$ cat config.mk
export PLATFORM = sky130hd
export DESIGN_NAME = burst_sram_ctrl
export DESIGN_NICKNAME = d
export VERILOG_FILES = /design/src/rtl/burst_sram_ctrl.sv
export SDC_FILE = /design/constraint.sdc
export NUM_CORES = 1
export LEC_CHECK = 0
export CAP_MARGIN = 20
export CORE_MARGIN = 5
export CORE_UTILIZATION = 45
export CTS_CLUSTER_SIZE = 14
export DETAILED_ROUTE_END_ITERATION = 7
export PLACE_DENSITY = 0.8
export SKIP_CTS_REPAIR_TIMING = 1
export SLEW_MARGIN = 15
export SYNTH_ARGS = -nofsm -noshare
export SYNTH_HDL_FRONTEND = slang
export SYNTH_SLANG_ARGS = --single-unit
$ cat constraint.sdc
create_clock -name clk -period 2.14 [get_ports clk]
set_input_delay 0.428 -clock clk [delete_from_list [all_inputs] [get_ports clk]]
set_output_delay 0.428 -clock clk [all_outputs]
set_load 0.01 [all_outputs]
$ cat src/rtl/burst_sram_ctrl.sv
// ---------------------------------------------------------------------------
// burst_sram_ctrl
//
// Burst engine between a request/stream interface and a single-port
// synchronous SRAM with 1-cycle read latency. A command (start address,
// beat count, stride, addressing mode) is accepted in IDLE, then the engine
// sequences SRAM writes (one per accepted write beat) or reads (issue,
// capture, hold until consumed; 3 cycles/beat minimum).
//
// Optional feature macro: BURST_ERR_EN
//   defined   : malformed requests (len 0, len > MAX_BURST_LEN, mode 11,
//               INCR overrun past the top of the SRAM) finish immediately
//               with err pulsed together with done and no SRAM access.
//   undefined : err is tied low, len 0 finishes immediately, over-long
//               lengths are clamped, mode 11 acts as INCR, overruns wrap.
//
// Ports:
//   clk, rst            clock, asynchronous active-high reset
//   req_valid/req_ready command handshake
//   req_write           1 = write burst, 0 = read burst
//   req_addr            start address
//   req_len             beat count
//   req_stride          address increment per beat
//   req_mode            00 INCR, 01 FIXED, 10 WRAP, 11 reserved
//   wdata/wvalid/wready write beat stream
//   rdata/rvalid/rready read beat stream
//   sram_en/sram_we/sram_addr/sram_wdata/sram_rdata  SRAM port
//   busy                burst in progress
//   done                one-cycle pulse at burst end
//   err                 one-cycle error pulse, coincident with done
//   beat_cnt            beats completed in the current burst
// ---------------------------------------------------------------------------
module burst_sram_ctrl #(
  parameter int ADDR_WIDTH    = 10,
  parameter int DATA_WIDTH    = 8,
  parameter int MAX_BURST_LEN = 16,
  parameter int STRIDE_WIDTH  = 4,
  parameter int WRAP_BITS     = 4,
  localparam int LEN_WIDTH    = $clog2(MAX_BURST_LEN + 1)
) (
  input  logic                    clk,
  input  logic                    rst,
  input  logic                    req_valid,
  output logic                    req_ready,
  input  logic                    req_write,
  input  logic [ADDR_WIDTH-1:0]   req_addr,
  input  logic [LEN_WIDTH-1:0]    req_len,
  input  logic [STRIDE_WIDTH-1:0] req_stride,
  input  logic [1:0]              req_mode,
  input  logic [DATA_WIDTH-1:0]   wdata,
  input  logic                    wvalid,
  output logic                    wready,
  output logic [DATA_WIDTH-1:0]   rdata,
  output logic                    rvalid,
  input  logic                    rready,
  output logic                    sram_en,
  output logic                    sram_we,
  output logic [ADDR_WIDTH-1:0]   sram_addr,
  output logic [DATA_WIDTH-1:0]   sram_wdata,
  input  logic [DATA_WIDTH-1:0]   sram_rdata,
  output logic                    busy,
  output logic                    done,
  output logic                    err,
  output logic [LEN_WIDTH-1:0]    beat_cnt
);

  localparam logic [2:0] IDLE     = 3'd0;
  localparam logic [2:0] WR       = 3'd1;
  localparam logic [2:0] RD_ISSUE = 3'd2;
  localparam logic [2:0] RD_CAP   = 3'd3;
  localparam logic [2:0] RD_RESP  = 3'd4;
  localparam logic [2:0] DONE     = 3'd5;

  localparam logic [1:0] MODE_FIXED = 2'b01;
  localparam logic [1:0] MODE_WRAP  = 2'b10;

  localparam logic [LEN_WIDTH-1:0]  MAX_LEN   = LEN_WIDTH'(MAX_BURST_LEN);
  // Bits that wrap in WRAP mode; works for WRAP_BITS == ADDR_WIDTH too.
  localparam logic [ADDR_WIDTH-1:0] WRAP_MASK = {ADDR_WIDTH{1'b1}} >> (ADDR_WIDTH - WRAP_BITS);

  logic [2:0]              state;
  logic [ADDR_WIDTH-1:0]   cur_addr;
  logic [LEN_WIDTH-1:0]    len_r;
  logic [STRIDE_WIDTH-1:0] stride_r;
  logic [1:0]              mode_r;

  logic                    req_err;
  logic [LEN_WIDTH-1:0]    len_eff;
  logic                    last_beat;

  // Next beat address. Mode 11 falls into the INCR branch; stride 0 leaves
  // the address unchanged in every mode.
  function automatic logic [ADDR_WIDTH-1:0] next_addr(
    input logic [ADDR_WIDTH-1:0]   a,
    input logic [1:0]              m,
    input logic [STRIDE_WIDTH-1:0] s
  );
    logic [ADDR_WIDTH-1:0] sum;
    sum = a + ADDR_WIDTH'(s);
    case (m)
      MODE_FIXED: next_addr = a;
      MODE_WRAP:  next_addr = (a & ~WRAP_MASK) | (sum & WRAP_MASK);
      default:    next_addr = sum;
    endcase
  endfunction

`ifdef BURST_ERR_EN
  localparam int EW = ADDR_WIDTH + LEN_WIDTH + STRIDE_WIDTH + 1;
  localparam logic [EW-1:0] ADDR_MAX_E = EW'({ADDR_WIDTH{1'b1}});

  logic [EW-1:0] end_addr;
  logic          err_r;

  // Last address an INCR burst would touch, computed wide enough to never
  // overflow; len 0 is rejected separately so its underflow is harmless.
  always_comb begin
    end_addr = EW'(req_addr) + EW'(req_len - LEN_WIDTH'(1)) * EW'(req_stride);
    req_err  = (req_len == '0) || (req_len > MAX_LEN) || (req_mode == 2'b11) ||
               ((req_mode == 2'b00) && (end_addr > ADDR_MAX_E));
    len_eff  = req_len;
  end

  always_ff @(posedge clk or posedge rst) begin
    if (rst)
      err_r <= 1'b0;
    else if (state == IDLE && req_valid)
      err_r <= req_err;
  end

  assign err = (state == DONE) && err_r;
`else
  always_comb begin
    req_err = 1'b0;
    len_eff = (req_len > MAX_LEN) ? MAX_LEN : req_len;
  end

  assign err = 1'b0;
`endif

  assign last_beat = (beat_cnt == len_r - LEN_WIDTH'(1));

  assign req_ready = (state == IDLE);
  assign busy      = (state != IDLE);
  assign done      = (state == DONE);
  assign wready    = (state == WR);

  // SRAM strobes are combinational so a write beat lands in the same cycle
  // it is accepted.
  always_comb begin
    sram_en    = 1'b0;
    sram_we    = 1'b0;
    sram_addr  = cur_addr;
    sram_wdata = wdata;
    case (state)
      WR: begin
        sram_en = wvalid;
        sram_we = wvalid;
      end
      RD_ISSUE: sram_en = 1'b1;
      default: ;
    endcase
  end

  always_ff @(posedge clk or posedge rst) begin
    if (rst) begin
      state    <= IDLE;
      cur_addr <= '0;
      len_r    <= '0;
      stride_r <= '0;
      mode_r   <= '0;
      beat_cnt <= '0;
      rdata    <= '0;
      rvalid   <= 1'b0;
    end else begin
      case (state)
        IDLE: begin
          if (req_valid) begin
            cur_addr <= req_addr;
            len_r    <= len_eff;
            stride_r <= req_stride;
            mode_r   <= req_mode;
            beat_cnt <= '0;
            if (req_err || len_eff == '0)
              state <= DONE;
            else if (req_write)
              state <= WR;
            else
              state <= RD_ISSUE;
          end
        end
        WR: begin
          if (wvalid) begin
            beat_cnt <= beat_cnt + LEN_WIDTH'(1);
            cur_addr <= next_addr(cur_addr, mode_r, stride_r);
            if (last_beat)
              state <= DONE;
          end
        end
        RD_ISSUE: state <= RD_CAP;
        // SRAM data is valid this cycle, one after the read strobe.
        RD_CAP: begin
          rdata  <= sram_rdata;
          rvalid <= 1'b1;
          state  <= RD_RESP;
        end
        RD_RESP: begin
          if (rready) begin
            rvalid   <= 1'b0;
            beat_cnt <= beat_cnt + LEN_WIDTH'(1);
            cur_addr <= next_addr(cur_addr, mode_r, stride_r);
            state    <= last_beat ? DONE : RD_ISSUE;
          end
        end
        DONE:    state <= IDLE;
        default: state <= IDLE;
      endcase
    end
  end

endmodule

# Word level (Yosys, flattened, before mapping)
# Index checks and enable logic that the tools add are counted.
# Widths: inputs -> output; s select.
# classes
n_addsub,3
n_lt_le_gt_ge,1
eq_ne,12
mux,22
bitwise,1
reduce_logical,9
# op_table
op,n
$mux 10,3
$pmux 10 s3,1
$mux 5,4
$pmux 10 s2,1
$mux 3,6
$pmux 3 s5,1
$pmux 5 s3,1
$add 10x4->10,1
$or 10x4->10,1
$reduce_and 4->1,2
$eq 3x2->1 const B,2
$eq 3x3->1 const B,2
$ne 2x2->1 const B,3
$reduce_bool 3->1,2
$add 5x1->5 const B,1
$eq 5x5->1,1
$gt 5x5->1 const B,1
$logic_not 5->1,1
$sub 5x1->5 const B,1
$pmux 1 s2,2
$reduce_and 2->1,2
$eq 3x1->1 const B,1
$logic_not 3->1,1
$eq 2x1->1 const B,1
other kinds (5),6
# word_totals
regBits,38
output_inout_bits,39

# Longest topological paths before layout
# Gate-level depths: netlist of the first run.
# logic_depth
word_depth,6
depth_mapped,7

# Least setup slack after synthesis of the first run
# OpenSTA, ideal clock, no wires.
# synth_timing
path_type,reg2reg
from,"register cur_addr[0], in the netlist sram_addr[0]"
to,"register cur_addr[8], in the netlist sram_addr[8]"
setup_time_ns,0.145
arrival_ns,1.803
path_slack_ns,0.192
stages_incl_launch_ff,8
path_buffers,0
synth_period_minus_slack_ns,1.948
path_cell_list,dfrtp_1 ha_1 fa_1 a21o_1 a21o_1 a22o_1 a31oi_1 a31oi_1
# synth_via
elab_chain_len,4
# synth_rtl
item,line,source
"start, declared",82,logic [ADDR_WIDTH-1:0] cur_addr;
"start signal, assigned",178,cur_addr <= req_addr;
"start signal, assigned",194,"cur_addr <= next_addr(cur_addr, mode_r, stride_r);"
"start signal, assigned",210,"cur_addr <= next_addr(cur_addr, mode_r, stride_r);"
$add 10x4->10 (*),99,sum = a + ADDR_WIDTH'(s);
$pmux 10 s2 (*),100,case (m)
"$mux 10, on equally long branches","207, 192",
$pmux 10 s3 (*),175,case (state)
# Every way passes the cells marked *; elsewhere a longest branch is shown, timed or not. The select of a mux whose other input is x is not followed.
# A chain may end at the register's enable or synchronous reset.

# Final worst setup path of the first run
# layout_timing
from,register state[0]
to,"register cur_addr[0], in the netlist sram_addr[0]"
# layout_via
elab_chain_len,3
# layout_rtl
item,line,source
"start, declared",81,logic [2:0] state;
"start signal, assigned",211,state <= last_beat ? DONE : RD_ISSUE;
$eq 3x1->1 (tied with other cells),175,
$ne 2x2->1 (no line) / $reduce_bool 3->1 (equally long branches),-,
$reduce_and 4->1 (no line),-,
# Several ways; a longest one is shown, not always the timed one.

==> reports/qor.txt, run 1 <==
Status: complete, no violations
Htree depth: 2
Iteration-0 DRC Markers: 64
Detail Placement HPWL: 4100 µm
WL/cell: 14.5 µm
Mapped Cells: 240
Yosys cell types: 46
Pleak: 1.39 nW
Critical path class: reg2reg
Peak VDD IR: 0.855 mV
Top post-synthesis cells by count: dfrtp_1, nand2_1, o21ai_0
CTS Buf Count: 5
Initial antenna violation count: 0
Area occupied by multi-input gates: 1200 µm²
CP endpoint kind: register
Maximum buffer depth of the clock tree: 2
Routed Antenna Nets: 0
Area grow syn2layout: 40.3%
Routed WL: 5580 µm
CTS Root Buffer Type: clkbuf_8
Net Count, Synth: 290
Global-route wire length before repair: 8850 µm
Final instance area: 3190 µm²
Pre-antenna DRT Iters: 4
Req. time, crit path: 2.31 ns
All-Layer GR Usage: 17.2%
Endpoints failing setup: 0
Antenna Cells: 0
Most frequent cell after synthesis: dfrtp_1
Remaining Overflow, GRT: 0
Net Switching: 1.96 mW
Fin. Hold Viols: 0
DRC: 0
Startpoint Class: register
Synth warn: 0
DIE WIDTH: 81.1 µm
Gpl congestion: 0.820
Int Power: 2.89 mW
Power share of the clock group: 10.4%
Register area share after synthesis: 41.8%
Worst Clk Skew: 0.00713 ns
Clk sinks: 38
Vias in the first global route: 1,981
Layout cells sized above 1: 18.6%
Initial core utilization: 47.2%
Main flop type after synthesis: dfrtp_1
Number of flops mapped to enable cells by yosys: 0
Crit path DAT: 2.26 ns
Top cells by area, synth: dfrtp_1, mux2_2, o21ai_0
Hold Path Class: reg2reg
I/O pins: 82
Worst-Skew Late Latency: 0.29 ns
MaxCap Viol Count: 0
Die ar.: 6580 µm²
Row count: 25
WL met3: 341 µm
FF/Latch Area: 955 µm²
Final Max Tran Viols: 0
Fin nets: 366
Flop pwr share: 29.2%
Layout fillers: 395
Vias per inst: 5.32
Sum Neg Setup Slack: 0 ns
# port buffers: 64
Area leader, netlist: dfrtp_1
Pin count of the biggest net entering global routing: 39
Placed Area: 3000 µm²
Met1 Routed Length: 2450 µm
Cell Area, Synth: 2280 µm²
Die Height: 81.1 µm
Crit path max fanout: 10
Vias: 2,044
Mean Syn Cell Area: 9.48 µm²
Final Cycle Share: 97.4%
Synth async-reset ratio: 100%
FF+latch count, synth: 38
CTS tree: built
Clock-pin slew on the worst setup and hold paths: 0.07 ns
Comb power frac: 60.3%
F_max: 480 MHz
Min Tclk post-route: 2.09 ns
Top routing layer in use: met4
Sw Ratio: 40.4%
Top cell type's share of synthesized area: 41.8%
WL met2: 2740 µm
Pwr dens: 1520 nW/µm²
CORE AREA: 4820 µm²
stage by stage:
step | utilization, % | worst slack [ns] | std cells | hold WS [ns] | total power, mW
after floorplan | - | 0.192 | 240 | 0.473 | 3.09
after detailed placement | 62.4 | -0.141 | 367 | 0.493 | 4.17
after global placement | 62.4 | -0.104 | 367 | 0.488 | 4.10
after CTS | 64.3 | -0.201 | 375 | 0.511 | 4.70
after global routing | 66.3 | -0.0161 | 384 | 0.530 | 5.26
final | 66.3 | 0.0549 | 384 | 0.507 | 4.84
sequential cells by signal (all words and copies together) (netlist names):
signal,cells
beat_cnt,5
len_r,5
mode_r,2
rdata,8
rvalid,1
sram_addr,10
state,3
stride_r,4
power by group through the flow:
stage | sequential, mW | combinational (mW) | clock [mW]
3_3_place_gp | 1.42 | 2.68 | 0
3_5_place_dp | 1.43 | 2.74 | 0
4_1_cts | 1.42 | 2.76 | 0.516
6_report | 1.42 | 2.92 | 0.505
2_1_floorplan | 1.38 | 1.71 | 0
5_1_grt | 1.47 | 3.23 | 0.555
worst max-delay path, stage by stage (launching register included):
cell     delay [ns]
dfrtp_2        0.50
buf_4          0.17
buf_4          0.12
o21a_1         0.21
or2_2          0.31
a31oi_2        0.29
mux2_2         0.37
path summary, 6_finish.rpt:
check,start,to,slack [ns],cells after the start
worst min-delay path,rdata[1],rdata[1],0.51,1
min in group asynchronous,rst,rdata[3],0.55,3
max in group asynchronous,rst,state[0],1.22,3
worst max register to register,state[0],sram_addr[0],0.05,6
worst max-delay path,state[0],sram_addr[0],0.05,6
worst min register to register,rdata[1],rdata[1],0.51,1
layer usage:
| layer | global-route usage [%] | vias to the layer above |
|---|---|---|
| li1 | - | 1008 |
| met1 | 22.0 | 962 |
| met2 | 28.6 | 68 |
| met3 | 5.65 | 6 |
| met4 | 3.55 | 0 |
| met5 | 0 | - |
layout make-up:
type	instances	area share, %
clock buffer	7	2.70
clock inverter	1	0.157
inverter	9	1.21
multi-input combinational	174	37.5
sequential	38	29.9
tap	67	2.63
timing repair buffer	88	25.9
placed cells by master (no fill, tap or decap), drive strengths merged, types with 3 or more instances in the layout:
cell and n:
nor2 9, nand2b 9, inv 8, mux2 19, clkdlybuf4s50 62, nand3 11
mux2i 3, a31oi 7, xnor2 3, buf 24, clkbuf 7, a21o 4
nor3 6, o211ai 3, and2 4, o21ai 21, a21oi 11, dfrtp 38
xor2 6, nand2 22, ha 6, or4 3
kinds of logic after synthesis:
family | Yosys count | share of synthesized area [%]
other cells | 1 | 0.165
flops | 38 | 41.8
simple gates | 75 | 16.9
mux | 22 | 10.7
buf+inv | 28 | 6.27
fa+ha+maj | 7 | 4.18
compound gates | 60 | 16.5
xor+xnor | 9 | 3.46
Note: power is estimated with default switching activity, not from simulation.
==> inputs of run 2 (changes only) <==
--- a/config.mk
+++ b/config.mk
@@ -5,7 +5,7 @@
 export SDC_FILE = /design/constraint.sdc
 export NUM_CORES = 1
 export LEC_CHECK = 0
-export CAP_MARGIN = 20
+export CAP_MARGIN = 25
 export CORE_MARGIN = 5
 export CORE_UTILIZATION = 45
 export CTS_CLUSTER_SIZE = 14
==> results of run 2 <==
The final DEF is identical to that of run 1; final timing and power are the same.
